### src/rtl/carbon_irq_pkg.sv
// Shared types for the interrupt-controller CSR arbiter: FSM states, CSR payload structs and
// well-known CSR addresses.
package carbon_irq_pkg;

   localparam int unsigned CSR_ADDR_W = 12;
   localparam int unsigned CSR_DATA_W = 32;
   localparam int unsigned CSR_PRIV_W = 2;

   localparam logic [CSR_ADDR_W-1:0] CARBON_CSR_IE = 12'h304;

   typedef enum logic [1:0] {
      StIdle,
      StIssue,
      StWait,
      StDeliver
   } irq_arb_state_e;

   typedef struct packed {
      logic                    write;
      logic [CSR_ADDR_W-1:0]   addr;
      logic [CSR_DATA_W-1:0]   wdata;
      logic [CSR_DATA_W/8-1:0] wstrb;
      logic [CSR_PRIV_W-1:0]   priv;
   } csr_req_t;

   typedef struct packed {
      logic [CSR_DATA_W-1:0] rdata;
      logic                  fault;
      logic                  side_effect;
   } csr_rsp_t;

endpackage

### src/rtl/carbon_rr_pick.sv
// Combinational round-robin picker: returns the first asserted request at or after ptr,
// wrapping from N_REQ-1 back to 0.
module carbon_rr_pick #(
   parameter int unsigned N_REQ = 4,
   parameter int unsigned IDX_W = (N_REQ > 1) ? $clog2(N_REQ) : 1
) (
   input  logic [N_REQ-1:0] req,
   input  logic [IDX_W-1:0] ptr,
   output logic [IDX_W-1:0] grant,
   output logic             grant_valid
);

   int unsigned idx;

   always_comb begin
      grant       = '0;
      grant_valid = 1'b0;
      idx         = 0;
      for (int unsigned i = 0; i < N_REQ; i++) begin
         idx = 32'(ptr) + i;
         if (idx >= N_REQ) begin
            idx = idx - N_REQ;
         end
         if (!grant_valid && req[idx]) begin
            grant       = IDX_W'(idx);
            grant_valid = 1'b1;
         end
      end
   end

endmodule

### src/rtl/irq_csr_arb.sv
// Round-robin arbiter sharing the IRQ controller CSR port between N_REQ harts, one transaction in
// flight. Optional response watchdog enabled by defining CARBON_IRQ_ARB_TIMEOUT_EN.
module irq_csr_arb
   import carbon_irq_pkg::*;
#(
   parameter int unsigned N_REQ          = 4,
   parameter int unsigned ADDR_W         = CSR_ADDR_W,
   parameter int unsigned DATA_W         = CSR_DATA_W,
   parameter int unsigned PRIV_W         = CSR_PRIV_W,
   parameter int unsigned TIMEOUT_CYCLES = 256
) (
   input  logic                               clk,
   input  logic                               rst,
   input  logic [N_REQ-1:0]                   s_req_valid,
   output logic [N_REQ-1:0]                   s_req_ready,
   input  logic [N_REQ-1:0]                   s_req_write,
   input  logic [N_REQ-1:0][ADDR_W-1:0]       s_req_addr,
   input  logic [N_REQ-1:0][DATA_W-1:0]       s_req_wdata,
   input  logic [N_REQ-1:0][DATA_W/8-1:0]     s_req_wstrb,
   input  logic [N_REQ-1:0][PRIV_W-1:0]       s_req_priv,
   output logic [N_REQ-1:0]                   s_rsp_valid,
   input  logic [N_REQ-1:0]                   s_rsp_ready,
   output logic [DATA_W-1:0]                  s_rsp_rdata,
   output logic                               s_rsp_fault,
   output logic                               s_rsp_side_effect,
   output logic                               m_req_valid,
   input  logic                               m_req_ready,
   output logic                               m_req_write,
   output logic [ADDR_W-1:0]                  m_req_addr,
   output logic [DATA_W-1:0]                  m_req_wdata,
   output logic [DATA_W/8-1:0]                m_req_wstrb,
   output logic [PRIV_W-1:0]                  m_req_priv,
   input  logic                               m_rsp_valid,
   output logic                               m_rsp_ready,
   input  logic [DATA_W-1:0]                  m_rsp_rdata,
   input  logic                               m_rsp_fault,
   input  logic                               m_rsp_side_effect
);

   localparam int unsigned IDX_W = (N_REQ > 1) ? $clog2(N_REQ) : 1;

   irq_arb_state_e   state_q, state_d;
   logic [IDX_W-1:0] ptr_q, ptr_d;
   logic [IDX_W-1:0] gidx_q, gidx_d;
   csr_req_t         req_q, req_d;
   csr_rsp_t         rsp_q, rsp_d;
   logic [IDX_W-1:0] pick_idx;
   logic             pick_valid;
   logic             idle_block;

   carbon_rr_pick #(
      .N_REQ (N_REQ),
      .IDX_W (IDX_W)
   ) u_pick (
      .req         (s_req_valid),
      .ptr         (ptr_q),
      .grant       (pick_idx),
      .grant_valid (pick_valid)
   );

`ifdef CARBON_IRQ_ARB_TIMEOUT_EN
   localparam int unsigned CNT_W = $clog2(TIMEOUT_CYCLES + 1);

   logic [CNT_W-1:0] cnt_q, cnt_d;
   logic             drop_q, drop_d;

   // A timed-out response may still arrive later; hold off new grants until it is swallowed.
   assign idle_block = drop_q;

   always_ff @(posedge clk) begin
      if (rst) begin
         cnt_q  <= '0;
         drop_q <= 1'b0;
      end else begin
         cnt_q  <= cnt_d;
         drop_q <= drop_d;
      end
   end
`else
   assign idle_block = 1'b0;
`endif

   always_comb begin
      state_d     = state_q;
      ptr_d       = ptr_q;
      gidx_d      = gidx_q;
      req_d       = req_q;
      rsp_d       = rsp_q;
      s_req_ready = '0;
      s_rsp_valid = '0;
      m_req_valid = 1'b0;
      m_rsp_ready = 1'b0;
`ifdef CARBON_IRQ_ARB_TIMEOUT_EN
      cnt_d  = '0;
      drop_d = drop_q;
      if (drop_q) begin
         m_rsp_ready = 1'b1;
         if (m_rsp_valid) begin
            drop_d = 1'b0;
         end
      end
`endif
      unique case (state_q)
         StIdle: begin
            if (!rst && pick_valid && !idle_block) begin
               s_req_ready[pick_idx] = 1'b1;
               gidx_d                = pick_idx;
               req_d.write           = s_req_write[pick_idx];
               req_d.addr            = CSR_ADDR_W'(s_req_addr[pick_idx]);
               req_d.wdata           = CSR_DATA_W'(s_req_wdata[pick_idx]);
               req_d.wstrb           = (CSR_DATA_W/8)'(s_req_wstrb[pick_idx]);
               req_d.priv            = CSR_PRIV_W'(s_req_priv[pick_idx]);
               ptr_d = (pick_idx == IDX_W'(N_REQ - 1)) ? '0 : pick_idx + IDX_W'(1);
               state_d = StIssue;
            end
         end
         StIssue: begin
            m_req_valid = 1'b1;
            if (m_req_ready) begin
               state_d = StWait;
            end
         end
         StWait: begin
            m_rsp_ready = 1'b1;
            if (m_rsp_valid) begin
               rsp_d.rdata       = CSR_DATA_W'(m_rsp_rdata);
               rsp_d.fault       = m_rsp_fault;
               rsp_d.side_effect = m_rsp_side_effect;
               state_d           = StDeliver;
            end
`ifdef CARBON_IRQ_ARB_TIMEOUT_EN
            else if (cnt_q == CNT_W'(TIMEOUT_CYCLES - 1)) begin
               rsp_d.rdata       = '0;
               rsp_d.fault       = 1'b1;
               rsp_d.side_effect = 1'b0;
               drop_d            = 1'b1;
               state_d           = StDeliver;
            end else begin
               cnt_d = cnt_q + CNT_W'(1);
            end
`endif
         end
         StDeliver: begin
            s_rsp_valid[gidx_q] = 1'b1;
            if (s_rsp_ready[gidx_q]) begin
               state_d = StIdle;
            end
         end
         default: state_d = StIdle;
      endcase
   end

   always_ff @(posedge clk) begin
      if (rst) begin
         state_q <= StIdle;
         ptr_q   <= '0;
         gidx_q  <= '0;
         req_q   <= '0;
         rsp_q   <= '0;
      end else begin
         state_q <= state_d;
         ptr_q   <= ptr_d;
         gidx_q  <= gidx_d;
         req_q   <= req_d;
         rsp_q   <= rsp_d;
      end
   end

   assign m_req_write       = req_q.write;
   assign m_req_addr        = ADDR_W'(req_q.addr);
   assign m_req_wdata       = DATA_W'(req_q.wdata);
   assign m_req_wstrb       = (DATA_W/8)'(req_q.wstrb);
   assign m_req_priv        = PRIV_W'(req_q.priv);
   assign s_rsp_rdata       = DATA_W'(rsp_q.rdata);
   assign s_rsp_fault       = rsp_q.fault;
   assign s_rsp_side_effect = rsp_q.side_effect;

endmodule
### config.mk
export PLATFORM = sky130hd
export DESIGN_NAME = irq_csr_arb
export DESIGN_NICKNAME = d
export VERILOG_FILES = /design/src/rtl/carbon_irq_pkg.sv /design/src/rtl/carbon_rr_pick.sv /design/src/rtl/irq_csr_arb.sv
export SDC_FILE = /design/constraint.sdc
export NUM_CORES = 1
export LEC_CHECK = 0
export BUFFER_PORTS_ARGS = -buffer_cell sky130_fd_sc_hd__buf_2
export CORE_AREA = 5 5 132 134
export CTS_CLUSTER_SIZE = 10
export DETAILED_ROUTE_END_ITERATION = 16
export DIE_AREA = 0 0 137 139
export PLACE_DENSITY_LB_ADDON = 0.2
export SKIP_CTS_REPAIR_TIMING = 1
export SYNTH_ARGS = -nofsm -noshare
export SYNTH_HDL_FRONTEND = slang
export SYNTH_SLANG_ARGS = --single-unit
export TNS_END_PERCENT = 5
### constraint.sdc
create_clock -name clk -period 2 [get_ports clk]
set_input_delay 0.3 -clock clk [delete_from_list [all_inputs] [get_ports clk]]
set_output_delay 0.3 -clock clk [all_outputs]
set_load 0.02 [all_outputs]
==> reports/results.tsv <==
stage	metric	value	unit
run_status	status	finished, violations left	
run_status	failing checks	negative setup slack	
detailed_routing	WL/cell	15.9	µm
cts	clk buf depth	2	
power	leak pwr	0.00367	µW
timing	Slew @ Worst Pin	0.405	ns
min_path	hold path depth	3	
grt	vias in the first global route	4901	
timing	minimum clock period	2.14	ns
die	Starting Density	27.7	%
grt	first-pass GRT wire length	25500	µm
yosys	Post-synth EDFFs	0	
min_path	Hold Crit Class	input pin to flip-flop	
worst_setup_path	critical path type	flip-flop to output pin	
power	Power Internal	5130	µW
power	Switch Pwr	3610	µW
yosys	Post-Syn Area	4490	µm²
cts	total CTS buffers	9	
cts	H-Tree Depth	3	
yosys	Syn Area/Cell	9.08	µm²
yosys	Post-Synthesis Cells	494	
timing	Final Hold Vio Count	0	
grt	Overflow after GRT	0	
yosys	predominant post-synthesis flop cell	dfxtp_1	
detailed_routing	vias per cell	4.61	
worst_setup_path	cells on worst reg2reg path	8	
grt	initial antenna violation count	3	
timing	Fin Clk Skew	0.00984	ns
timing	Max Freq	467	MHz
worst_setup_path	CP startpoint kind	flip-flop	
detailed_routing	Vias	4887	
cts	clk sinks	91	
power	Flop pwr share	32.2	%
timing	Rel. slew slack	73.0	%
detailed_routing	final antenna-violating net count	0	
power	sw frac	41.3	%
finish	final core occ	42.8	%
grt	largest net degree at the start of global routing	56	
cts	clock transition at the registers of the reported paths	0.07	ns
min_path	hold_sp	m_rsp_rdata[9]	
placement	placed insts	1038	
timing	final setup violation count	4	
placement	Buffers on Ports	344	
power	Final Power	8740	µW
yosys	synth top area cells	dfxtp_1, mux2i_1, nand2_1	
finish	# nets final	1090	
worst_setup_path	worst path arrival time	1.84	ns
worst_setup_path	reg-to-reg slack, setup	0.02	ns
timing	WHS	0.193	ns
grt	met2 usage	28.8	%
yosys	Yosys reg bits	91	
die	Die H	139	µm
power	logic gate share of total power	49.2	%
yosys	sequential fraction of the synthesis area	40.6	%
placement	placer congestion estimate	0.803	
yosys	share of the synthesized area in the top cell type	40.6	%
yosys	most frequent cell after synthesis	nand2_1	
timing	worst setup margin	-0.140	ns
min_path	WHS Endpoint	s_rsp_rdata[9]$_SDFFE_PP0P_	
worst_setup_path	Required @ worst endpoint	1.70	ns
finish	share of cells above drive strength 1	47.6	%
finish	Layout fillers	1674	
die	core area	16200	µm²
die	Cell Rows	47	
power	largest voltage drop on the vdd net	0.611	mV
placement	hpwl dp	13100	µm
grt	busiest grt layer	met2	
job	Max-Cap Viols	0	
power	Power Density	1260	nW/µm²
finish	final std cells w/o fill	1061	
cts	CTS Root Buffer Type	clkbuf_16	
worst_setup_path	Worst setup EP type	output pin	
grt	Total Routing Usage GR	16.9	%
timing	fin. max-slew vios	0	
power	Clk network pwr share	18.7	%
die	# IOs	345	
yosys	synth warn	0	
timing	RSZ-0062 raised after global routing	true	
detailed_routing	number of detailed-route iterations in the first pass	4	
cts	worst skew pair latency	0.34	ns
detailed_routing	number of remaining DRC errors	0	
worst_setup_path	r2r startpoint	ptr_q[0]$_SDFFE_PP0P_	
yosys	Post-Syn Nets	750	
worst_setup_path	RR Endpoint	m_req_wdata[14]$_SDFFE_PP0P_	
yosys	count of cell types in the netlist	30	
detailed_routing	DRT iter0 DRCs	140	
worst_setup_path	crit-path max FO	5	
grt	GRT met3 Usage	6.79	%
grt	M1 GR Usage	18.7	%
finish	Area growth, synth to finish	54.1	%
timing	period utilization	107	%
die	chip width	137	µm
yosys	top cells by count, synth	nand2_1, mux2i_1, dfxtp_1	
yosys	share of synthesized flip-flops with an asynchronous set or reset	0	%
detailed_routing	Post-Route WL	16900	µm
yosys	largest area contributor in the netlist	dfxtp_1	
cts	CTS tree	done	
die	die footprint	19000	µm²
## metrics by stage
step | setup WS (ns) | setup TNS, ns | cell area (µm²)
global placement | -0.0804 | -1.15 | 6520
detailed placement | -0.0368 | -0.111 | 6520
CTS | -0.263 | -0.790 | 6800
floorplan | 0.00615 | 0 | 4500
finish | -0.140 | -0.328 | 6920
global route | -0.209 | -1.43 | 6920
## flip-flops by register name, indices dropped and copies added, names as in the netlist
register,flops
s_rsp_fault,1
m_req_priv,2
m_req_wstrb,4
gidx_q,2
m_req_write,1
m_req_wdata,32
s_rsp_side_effect,1
state_q,2
ptr_q,2
m_req_addr,12
s_rsp_rdata,32
## worst max-delay path by stage
stage | slack, ns | endpoint | cells past startpoint | from
floorplan | 0.006 | s_req_ready[2] | 8 | s_req_valid[0]
global placement | -0.08 | s_req_ready[0] | 9 | s_req_valid[0]
detailed placement | -0.04 | s_req_ready[2] | 8 | s_req_valid[0]
CTS | -0.26 | s_req_ready[2] | 7 | ptr_q[0]$_SDFFE_PP0P_
global route | -0.21 | s_req_ready[2] | 7 | ptr_q[0]$_SDFFE_PP0P_
finish | -0.14 | s_req_ready[2] | 7 | ptr_q[0]$_SDFFE_PP0P_
## final cells by class
| type | instances | area [µm²] | area share, % |
|---|---|---|---|
| Multi-Input combinational cell | 360 | 2510 | 36.4 |
| Tap cell | 220 | 275 | 3.98 |
| Timing Repair Buffer | 368 | 2000 | 28.9 |
| Sequential cell | 91 | 1830 | 26.4 |
| Antenna cell | 2 | 5.00 | 0.0724 |
| Inverter | 4 | 20.0 | 0.289 |
| Clock buffer | 9 | 225 | 3.26 |
| Clock inverter | 7 | 50.0 | 0.724 |
## per-layer routing
layer,part of all wire [%],wire length [µm]
met1,38,6380
met2,50,8360
met3,9.7,1640
met4,2.8,464
met5,0.12,20
## critical path: stages, from the launching register on
cell     delay, ns
dfxtp_4       0.36
nor2b_4       0.04
or4b_4        0.52
nand2_4       0.12
inv_6         0.05
ha_4          0.15
and2_4        0.13
buf_6         0.12
## placed cells by master (no fill, tap or decap), types with 3 or more instances in the layout
cell       count
a21oi_1       35
o21ai_0        3
clkinv_2       3
inv_6          4
mux2i_1      101
o221ai_1      51
inv_1          3
ha_1           5
buf_4         18
buf_2        341
nand2_1      127
dfxtp_1       90
nor2_1         6
buf_12         6
nor2b_1        3
clkbuf_16      9
nand2b_1       5
## kinds of logic after synthesis
family	Yosys count	share of synthesized area (%)
adder cells (fa/ha/maj)	6	1.67
multiplexers	104	23.5
buffers and inverters	43	4.74
AO/OA/AOI/OAI	94	15.1
AND/OR/NAND/NOR	156	14.4
flip-flops	91	40.6
## power by group through the flow
stage | clock network (µW) | registers, µW | logic, µW
5_1_grt | 1770 | 2900 | 4680
3_5_place_dp | 0 | 2820 | 4250
2_1_floorplan | 0 | 3550 | 2040
4_1_cts | 1700 | 2800 | 4250
6_report | 1630 | 2810 | 4300
3_3_place_gp | 0 | 2840 | 4240
Power figures use the tool's default switching activity.
